==> src/rtl/reorder_buffer_pkg.sv <==
// Shared out-of-order pipeline types: reorder-buffer geometry and entry layout.
package reorder_buffer_pkg;

  localparam int unsigned ROB_DEPTH = 16;
  localparam int unsigned PREG_W    = 7;
  localparam int unsigned ROB_TAG_W = $clog2(ROB_DEPTH);

  typedef struct packed {
    logic              valid;
    logic              done;
    logic [31:0]       pc;
    logic              rd_used;
    logic [PREG_W-1:0] rd_new;
    logic [PREG_W-1:0] rd_old;
  } rob_entry_t;

endpackage

==> src/rtl/reorder_buffer.sv <==
// Reorder buffer: in-order allocation and retirement over a circular entry array,
// with out-of-order completion marking from the writeback bus.
module reorder_buffer #(
  parameter int unsigned  ROB_DEPTH = reorder_buffer_pkg::ROB_DEPTH,
  parameter int unsigned  PREG_W    = reorder_buffer_pkg::PREG_W,
  localparam int unsigned ROB_TAG_W = $clog2(ROB_DEPTH)
) (
  input  logic                 clk,
  input  logic                 rst_n,

  input  logic                 alloc_valid_i,
  output logic                 alloc_ready_o,
  input  logic [31:0]          alloc_pc_i,
  input  logic                 alloc_rd_used_i,
  input  logic [PREG_W-1:0]    alloc_rd_new_i,
  input  logic [PREG_W-1:0]    alloc_rd_old_i,
  output logic [ROB_TAG_W-1:0] alloc_tag_o,

  input  logic                 wb_valid_i,
  input  logic [ROB_TAG_W-1:0] wb_tag_i,

  output logic                 commit_valid_o,
  input  logic                 commit_ready_i,
  output logic [ROB_TAG_W-1:0] commit_tag_o,
  output logic [31:0]          commit_pc_o,
  output logic                 commit_rd_used_o,
  output logic [PREG_W-1:0]    commit_rd_new_o,
  output logic [PREG_W-1:0]    commit_rd_old_o,

  input  logic                 flush_i,

  output logic [ROB_TAG_W:0]   count_o,
  output logic                 full_o,
  output logic                 empty_o
);

  localparam logic [ROB_TAG_W:0] PTR_ONE = {{ROB_TAG_W{1'b0}}, 1'b1};

  // Pointers carry one extra wrap bit above the index.
  logic [ROB_TAG_W:0]   head_q, tail_q;
  logic [ROB_DEPTH-1:0] valid_q, done_q;

  logic [31:0]          pc_q      [ROB_DEPTH];
  logic                 rd_used_q [ROB_DEPTH];
  logic [PREG_W-1:0]    rd_new_q  [ROB_DEPTH];
  logic [PREG_W-1:0]    rd_old_q  [ROB_DEPTH];

  logic [ROB_TAG_W-1:0] head_idx, tail_idx;
  logic                 full, empty;
  logic                 alloc_fire, commit_fire, commit_valid;

  always_comb begin
    head_idx     = head_q[ROB_TAG_W-1:0];
    tail_idx     = tail_q[ROB_TAG_W-1:0];
    full         = (head_idx == tail_idx) && (head_q[ROB_TAG_W] != tail_q[ROB_TAG_W]);
    empty        = (head_q == tail_q);
    commit_valid = valid_q[head_idx] && done_q[head_idx];
    // Readiness looks only at registered occupancy, never at this cycle's commit.
    alloc_fire   = alloc_valid_i && !full;
    commit_fire  = commit_valid && commit_ready_i;
  end

  always_ff @(posedge clk or negedge rst_n) begin
    if (!rst_n) begin
      head_q  <= '0;
      tail_q  <= '0;
      valid_q <= '0;
      done_q  <= '0;
    end else if (flush_i) begin
      head_q  <= '0;
      tail_q  <= '0;
      valid_q <= '0;
      done_q  <= '0;
    end else begin
      // Alloc targets an invalid slot, so it never collides with a writeback or commit.
      if (wb_valid_i && valid_q[wb_tag_i]) begin
        done_q[wb_tag_i] <= 1'b1;
      end
      if (alloc_fire) begin
        valid_q[tail_idx] <= 1'b1;
        done_q[tail_idx]  <= 1'b0;
        tail_q            <= tail_q + PTR_ONE;
      end
      if (commit_fire) begin
        valid_q[head_idx] <= 1'b0;
        head_q            <= head_q + PTR_ONE;
      end
    end
  end

  // Payload is qualified by valid/done, so it needs no reset.
  always_ff @(posedge clk) begin
    if (alloc_fire && !flush_i) begin
      pc_q[tail_idx]      <= alloc_pc_i;
      rd_used_q[tail_idx] <= alloc_rd_used_i;
      rd_new_q[tail_idx]  <= alloc_rd_new_i;
      rd_old_q[tail_idx]  <= alloc_rd_old_i;
    end
  end

  always_comb begin
    alloc_ready_o    = !full;
    alloc_tag_o      = tail_idx;
    commit_valid_o   = commit_valid;
    commit_tag_o     = head_idx;
    commit_pc_o      = pc_q[head_idx];
    commit_rd_used_o = rd_used_q[head_idx];
    commit_rd_new_o  = rd_new_q[head_idx];
    commit_rd_old_o  = rd_old_q[head_idx];
    count_o          = tail_q - head_q;
    full_o           = full;
    empty_o          = empty;
  end

endmodule

==> config.mk <==
export PLATFORM = sky130hd
export DESIGN_NAME = reorder_buffer
export DESIGN_NICKNAME = d
export VERILOG_FILES = /design/src/rtl/reorder_buffer_pkg.sv /design/src/rtl/reorder_buffer.sv
export SDC_FILE = /design/constraint.sdc
export NUM_CORES = 1
export LEC_CHECK = 0
export ABC_CLOCK_PERIOD_IN_PS = 8200
export CORE_ASPECT_RATIO = 0.8
export CORE_UTILIZATION = 50
export CTS_CLUSTER_SIZE = 10
export DETAILED_ROUTE_END_ITERATION = 16
export HOLD_SLACK_MARGIN = 0.1
export PLACE_DENSITY = 0.72
export RECOVER_POWER = 50
export SLEW_MARGIN = 20
export SYNTH_ARGS = -nofsm -noshare
export SYNTH_HDL_FRONTEND = slang
export SYNTH_SLANG_ARGS = --single-unit
==> constraint.sdc <==
create_clock -name clk -period 8.2 [get_ports clk]
set_clock_uncertainty 0.05 [all_clocks]
set_input_delay 1.23 -clock clk [delete_from_list [all_inputs] [get_ports clk]]
set_output_delay 1.23 -clock clk [all_outputs]
set_load 0.01 [all_outputs]
==> impl_results.md, run 1 <==
* Min Tclk post-route at 6600 ps
* TritonCTS clock tree: built
* Synth Flop Type: edfxtp_1
* Post-synth EDFFs at 752
* Finish-stage setup viols at 0
* Reg2reg path depth at 9
* Drt pass-1 iters at 7
* Core ar. at 61200 sq um
* Actual slew at the worst max-slew pin at between 2000 and 3000 ps
* Peak supply drop at 0.000194 V
* Most frequent cell after synthesis: edfxtp_1
* Resize count post-CTS at 0
* Setup crit end: commit_rd_new_o[4]
* Worst reg2reg startpoint: head_q[1]
* Post-synth cell types at between 40 and 50
* Via count at 14400
* Async SR Flop Fraction at 0.0529
* Final Hold Viols at 0
* Cts hold-fix bufs at 0
* Mapped Area at between 30000 and 40000 sq um
* Congestion Overflow GR at 0
* Non-Filler Instances at 2344
* Syn nets at 1397
* FP Rows at slightly above 80
* Largest net degree at the start of global routing at 89
* H-tree depth at 3
* Post-layout nets at 1554
* IO Port Bufs at 120
* Post-route DRC at 0
* Fillers at 4366
* Die Wd at ~280 um
* Max Fclk at roughly 150 MHz
* Synth area leader: edfxtp_1
* Initial core utilization at 0.507
* Setup_tns at 0 ps
* Critical path endpoint category: output pin
* Worst Path Arrival at 5320 ps
* Area delta synth->final at 14.5%
* GRT Util Overall at 0.215
* Die Area at 63100 sq um
* R2r setup slk at 1960 ps
* Number of DRC markers in iteration 0 at 1563
* Synth cell count leaders: edfxtp_1, mux4_2, dfrtp_1, mux4_1, nor2_1
* RSZ-0062 raised after global routing: false
* M1 WL at 27.6 mm
* Routability Congestion at 0.860
* Share of layout cells above drive strength 1 at 0.227
* Postcts setup bufs at 0
* FF/Latch Area at 23600 sq um
* CP startpoint: head_q[1]
* First-pass GRT wire length at 98.0 mm
* Top cells by area, synth: edfxtp_1, mux4_2, mux4_1, dfrtp_1, buf_6
* Final std cell area, no fill at ~36000 sq um
* Cts bufs inserted at 89
* Routed len/inst at 28.0 um
* DR top layer: met5
* Slew Limit Fails at 105
* Clk pin slew, worst setup/hold paths at ~60 ps
* Multi-input gate area at 6910 sq um
* Final ANT Viol Nets at 0
* Slew margin rel. at -0.694
* Synth Warn # at 0
* Worst hold path class: reg2reg
* Number of global-route vias before repair at approximately 15000
* Crit Path Category: reg2out
* Clock Latency Late Sink at 630 ps
* Post-synthesis register bit count at 794
* R2R Path End: rd_new_q[15][1]
* Sink Count at between 700 and 800
* Vias/cell at ~6.1
* Maximum fanout along the worst path at between 70 and 80
* Dpl cell area at 33200 sq um
* Die Height at 225 um
* Post-route clock period utilization at 0.804
* Max-cap violations at 2
* Metal3 WL at 5.08 mm
* Placed Cells at 2223
* Clk buf depth at 3
* Initial antenna violation count at 9
* Sequential area share after synthesis at 0.761
* Fin util at 0.581
* Mean area per synthesized cell at 23.4 sq um
* Cell count after synthesis at 1327
* Root buf cell: clkbuf_16
* CP Launch Type: flop
* Status: finished with violations
* PwrDens at about 230 nW/um^2
* Leak pwr at 11.0 nW
* Post-synth top area share at 0.727
* IO Count at 121
* Dpl hpwl at between 30 and 40 mm
* Final wirelength at 65.6 mm
* Failing checks: max-capacitance violations, max-slew violations
* Met2 routed WL at 31.6 mm
* WP data required at 6920 ps
-- worst min path at each step --
stage | cells past startpoint | start | slack (ps) | to
finish | 2 | done_q[15] | 490 | done_q[15]
CTS | 2 | done_q[15] | 480 | done_q[15]
global route | 2 | done_q[15] | 510 | done_q[15]
floorplan | 2 | done_q[15] | 430 | done_q[15]
detailed placement | 2 | done_q[15] | 460 | done_q[15]
global placement | 2 | done_q[15] | 450 | done_q[15]
-- worst max-delay path: stages (launching register included) --
cell	delay [ps]
dfrtp_1	2050
buf_4	1020
mux4_2	450
mux4_2	540
clkdlybuf4s50_1	520
-- cells by family (layout without fill, tap and decap cells) --
logic type                 Yosys count  in the layout  share of synthesized area
and+or+nand+nor                     94             94                     0.0160
muxes                              243            243                      0.180
adders and majority gates           13             13                    0.00548
xor gates and xnor gates            10             10                    0.00282
buffers and inverters              109            295                     0.0199
AOI/OAI and AO/OA                   64             64                     0.0149
other                                0              1                          0
DFF                                794            794                      0.761
-- registers in the layout, summed over array words and instances, names as in the netlist --
| name | cells |
|---|---|
| rd_new_q | 112 |
| rd_used_q | 16 |
| tail_q | 5 |
| done_q | 16 |
| rd_old_q | 112 |
| head_q | 5 |
| valid_q | 16 |
| pc_q | 512 |
-- per-stage QoR --
step / total power, mW / worst slack [ps] / hold slack [ps]
after floorplan: 4.63 / 1150 / 428
after global placement: 4.76 / 3430 / 453
after detailed placement: 4.77 / 3440 / 462
after CTS: 8.16 / 2770 / 476
after global routing: 8.31 / 1360 / 511
final: 8.10 / 1600 / 491
-- cell type report --
type                            count  share of cell area
Antenna cell                        1           0.0000704
Clock buffer                      115              0.0660
Clock inverter                      5             0.00120
Inverter                           28             0.00303
Multi-Input combinational cell    424               0.194
Sequential cell                   794               0.665
Tap cell                          830              0.0292
Timing Repair Buffer              147              0.0409
-- layout by cell type, fill, tap and decap left out, drive strengths merged, types with 7 or more instances in the layout --
master           n
a221oi          12
inv             30
nor2b            7
buf             28
dlygate4sd3     52
ha              12
dfrtp           42
edfxtp         752
a31oi            7
clkdlybuf4s50   66
nand2           11
nand3           15
clkbuf         116
nor2            28
a311oi          14
a21oi           17
nand4            7
mux4           239
-- per-layer routing --
metal  up-vias  GRT usage
met5         -          0
met4         4     0.0566
met3        98     0.0449
li1       5981          -
met1      7730      0.311
met2       598      0.336
-- where the power goes --
part / internal (mW) / leakage [nW] / total, mW / switching [mW]
clock: 1.97 / 1.16 / 3.41 / 1.44
sequential: 4.47 / 7.35 / 4.48 / 0.00946
combinational: 0.0786 / 2.51 / 0.205 / 0.126
total: 6.52 / 11.0 / 8.10 / 1.57
Power figures use the tool's default switching activity.
==> run 2: changes to the inputs <==
--- a/config.mk
+++ b/config.mk
@@ -5,13 +5,13 @@
 export SDC_FILE = /design/constraint.sdc
 export NUM_CORES = 1
 export LEC_CHECK = 0
-export ABC_CLOCK_PERIOD_IN_PS = 8200
+export ABC_CLOCK_PERIOD_IN_PS = 5600
 export CORE_ASPECT_RATIO = 0.8
 export CORE_UTILIZATION = 50
 export CTS_CLUSTER_SIZE = 10
 export DETAILED_ROUTE_END_ITERATION = 16
 export HOLD_SLACK_MARGIN = 0.1
-export PLACE_DENSITY = 0.72
+export PLACE_DENSITY = 0.74
 export RECOVER_POWER = 50
 export SLEW_MARGIN = 20
 export SYNTH_ARGS = -nofsm -noshare
==> constraint.sdc (replaced) <==
create_clock -name clk -period 5.6 [get_ports clk]
set_clock_uncertainty 0.05 [all_clocks]
set_input_delay 0.84 -clock clk [delete_from_list [all_inputs] [get_ports clk]]
set_output_delay 0.84 -clock clk [all_outputs]
set_load 0.01 [all_outputs]
==> impl_results.md, run 2 (synthesis gave the netlist of run 1 again) <==
* Crit path depth at 5 (+1)
* Commonest non-fill, non-tap cell in the layout: edfxtp_1
* Resize count post-CTS at 0 (unchanged)
* IO Port Bufs at 120 (unchanged)
* Register bank with the most flops: pc_q
* Critical-path top delay cell: dfrtp_1
* Routability Congestion at 0.902 (+4.9%)
* IO Count at 121 (unchanged)
* Final Hold Viols at 0 (unchanged)
* GRT Util Overall at 0.215 (+0.000395)
* Peak supply drop at 0.000336 V (+73%)
* Count of buffer and inverter cells on the critical path at 3 (+1)
* Most frequent cells in the layout: edfxtp_1, mux4_2, clkbuf_16, clkdlybuf4s50_1, dlygate4sd3_1
* Status: finished with violations
* Worst Path Arrival at 4000 ps (-1320 ps)
* Final Worst Setup Slack at 712 ps (-892 ps)
* Congestion Overflow GR at 0 (unchanged)
* Sink Count at 794 (unchanged)
* Fillers at 4330 (-0.82%)
* R2R Path End: pc_q[7][17]
* Die Area at 63100 sq um (unchanged)
* Dpl hpwl at 31.3 mm (-4.0%)
* Fin util at 0.583 (+0.00241)
* Max incr delay on CP at 780 ps (-1270 ps)
* Crit-path leading delay family: buffers and inverters
* CP Launch Type: flop
* Max reg flops at 512 (unchanged)
* Area delta synth->final at 14.9%
* Worst hold path class: reg2reg
* Die Height at 225 um (unchanged)
* Setup crit end: commit_rd_old_o[6]
* Postcts setup bufs at 0 (unchanged)
* TritonCTS clock tree: built
* Drt pass-1 iters at 5 (-2)
* Clk pin slew, worst setup/hold paths at 60 ps (about the same)
* DP Worst Slack at 1610 ps (-1830 ps)
* Routed len/inst at 27.9 um (-0.22%)
* CP startpoint: head_q[1]
* Worst reg2reg startpoint: head_q[1]
* FP Rows at 81 (unchanged)
* First-pass GRT wire length at 97.9 mm (-0.14%)
* Max-cap violations at 1 (-1)
* Failing checks: max-capacitance violations, max-slew violations
* Setup_tns at 0 ps (unchanged)
* Share of layout cells above drive strength 1 at 0.228 (+0.000871)
* Clk buf depth at 3 (unchanged)
* Maximum fanout along the worst path at 127 (+79%)
* Reg2reg path depth at 8 (-1)
* Actual slew at the worst max-slew pin at 2390 ps (-147 ps)
* WP data required at 4710 ps (-2210 ps)
* Max Fclk at 205 MHz
* Via count at 14400 (-0.35%)
* Slew margin rel. at -0.596 (+0.0979)
* Finish-stage setup viols at 0 (unchanged)
* Root buf cell: clkbuf_16
* R2r setup slk at 880 ps (-1080 ps)
* Core ar. at 61200 sq um (unchanged)
* Critical path endpoint category: output pin
* Cts hold-fix bufs at 0 (unchanged)
* Non-Filler Instances at 2350 (+0.26%)
* Hold Path Origin: done_q[15]
* Final ANT Viol Nets at 0 (unchanged)
* CP cell instances: buf_12 > buf_16 > mux4_1 > mux4_2 > clkdlybuf4s50_1
* Number of DRC markers in iteration 0 at 1655 (+5.9%)
* RSZ-0062 raised after global routing: false
* Initial antenna violation count at 10 (+1)
* Leak pwr at 11.1 nW (+0.65%)
* Number of global-route vias before repair at 15000 (+0.75%)
* Die Wd at 281 um (unchanged)
* Biggest regs: pc_q: 512 flops, rd_new_q: 112 flops, rd_old_q: 112 flops
* PwrDens at 336 nW/um^2 (+47%)
* Placed Cells at 2223 (unchanged)
* Min Tclk post-route at 4890 ps
* Largest net degree at the start of global routing at 189 (+110%)
* Clock Latency Late Sink at 620 ps (about the same)
* Initial core utilization at 0.507 (unchanged)
* Crit Path Category: reg2out
* Post-layout nets at 1555 (+0.064%)
* Slew Limit Fails at 43 (-59%)
* H-tree depth at 3 (unchanged)
* Final wirelength at 65.6 mm (about the same)
* Post-route DRC at 0 (unchanged)
* Vias/cell at 6.11 (-0.60%)
* Cts bufs inserted at 89 (unchanged)
* Post-route clock period utilization at 0.873
[run 2: cell type report]
type / instances / area [sq um] / area share
Antenna cell: 4 / 10.0 / 0.000280
Clock buffer: 115 / 2350 / 0.0657
Clock inverter: 7 / 153 / 0.00428
Inverter: 28 / 108 / 0.00302
Multi-Input combinational cell: 424 / 6930 / 0.194
Sequential cell: 794 / 23600 / 0.662
Tap cell: 830 / 1040 / 0.0291
Timing Repair Buffer: 148 / 1470 / 0.0411
[run 2: worst min path at each step]
stage / slack, ps / to / cells after the start
global route: 540 / valid_q[8] / 2
finish: 500 / done_q[15] / 2
CTS: 330 / done_q[13] / 1
global placement: 450 / done_q[15] / 2
detailed placement: 480 / done_q[15] / 2
floorplan: 430 / done_q[15] / 2
[run 2: power by group]
group	internal (mW)	total, mW	switching [mW]
sequential	6.55	6.56	0.0140
combinational	0.114	0.301	0.187
clock	2.96	5.11	2.15
total	9.63	12.0	2.35
[run 2: worst reg2reg max path, cell delays in order, from the launching register on]
cell	delay, ps
dfrtp_1	780
inv_1	300
ha_1	370
nand4_1	120
nor2b_1	90
nor2b_1	1040
nand2_1	490
nor3b_4	270
buf_4	780
[run 2: layer usage]
| metal | wire [um] | up-vias | global-route usage |
|---|---|---|---|
| li1 | - | 5993 | - |
| met1 | 27300 | 7674 | 0.301 |
| met2 | 32500 | 560 | 0.344 |
| met3 | 4220 | 124 | 0.0460 |
| met4 | 1570 | 10 | 0.0620 |
| met5 | 64 | - | 0 |
[run 2: per-stage QoR]
| step | total power [mW] | instance area (sq um) | hold slack [ps] |
|---|---|---|---|
| 6_report | 12.0 | 35700 | 498 |
| 5_1_grt | 12.3 | 35700 | 541 |
| 4_1_cts | 12.1 | 35700 | 326 |
| 3_5_place_dp | 6.99 | 33200 | 478 |
| 3_3_place_gp | 6.98 | 33200 | 451 |
| 2_1_floorplan | 6.79 | 31100 | 428 |
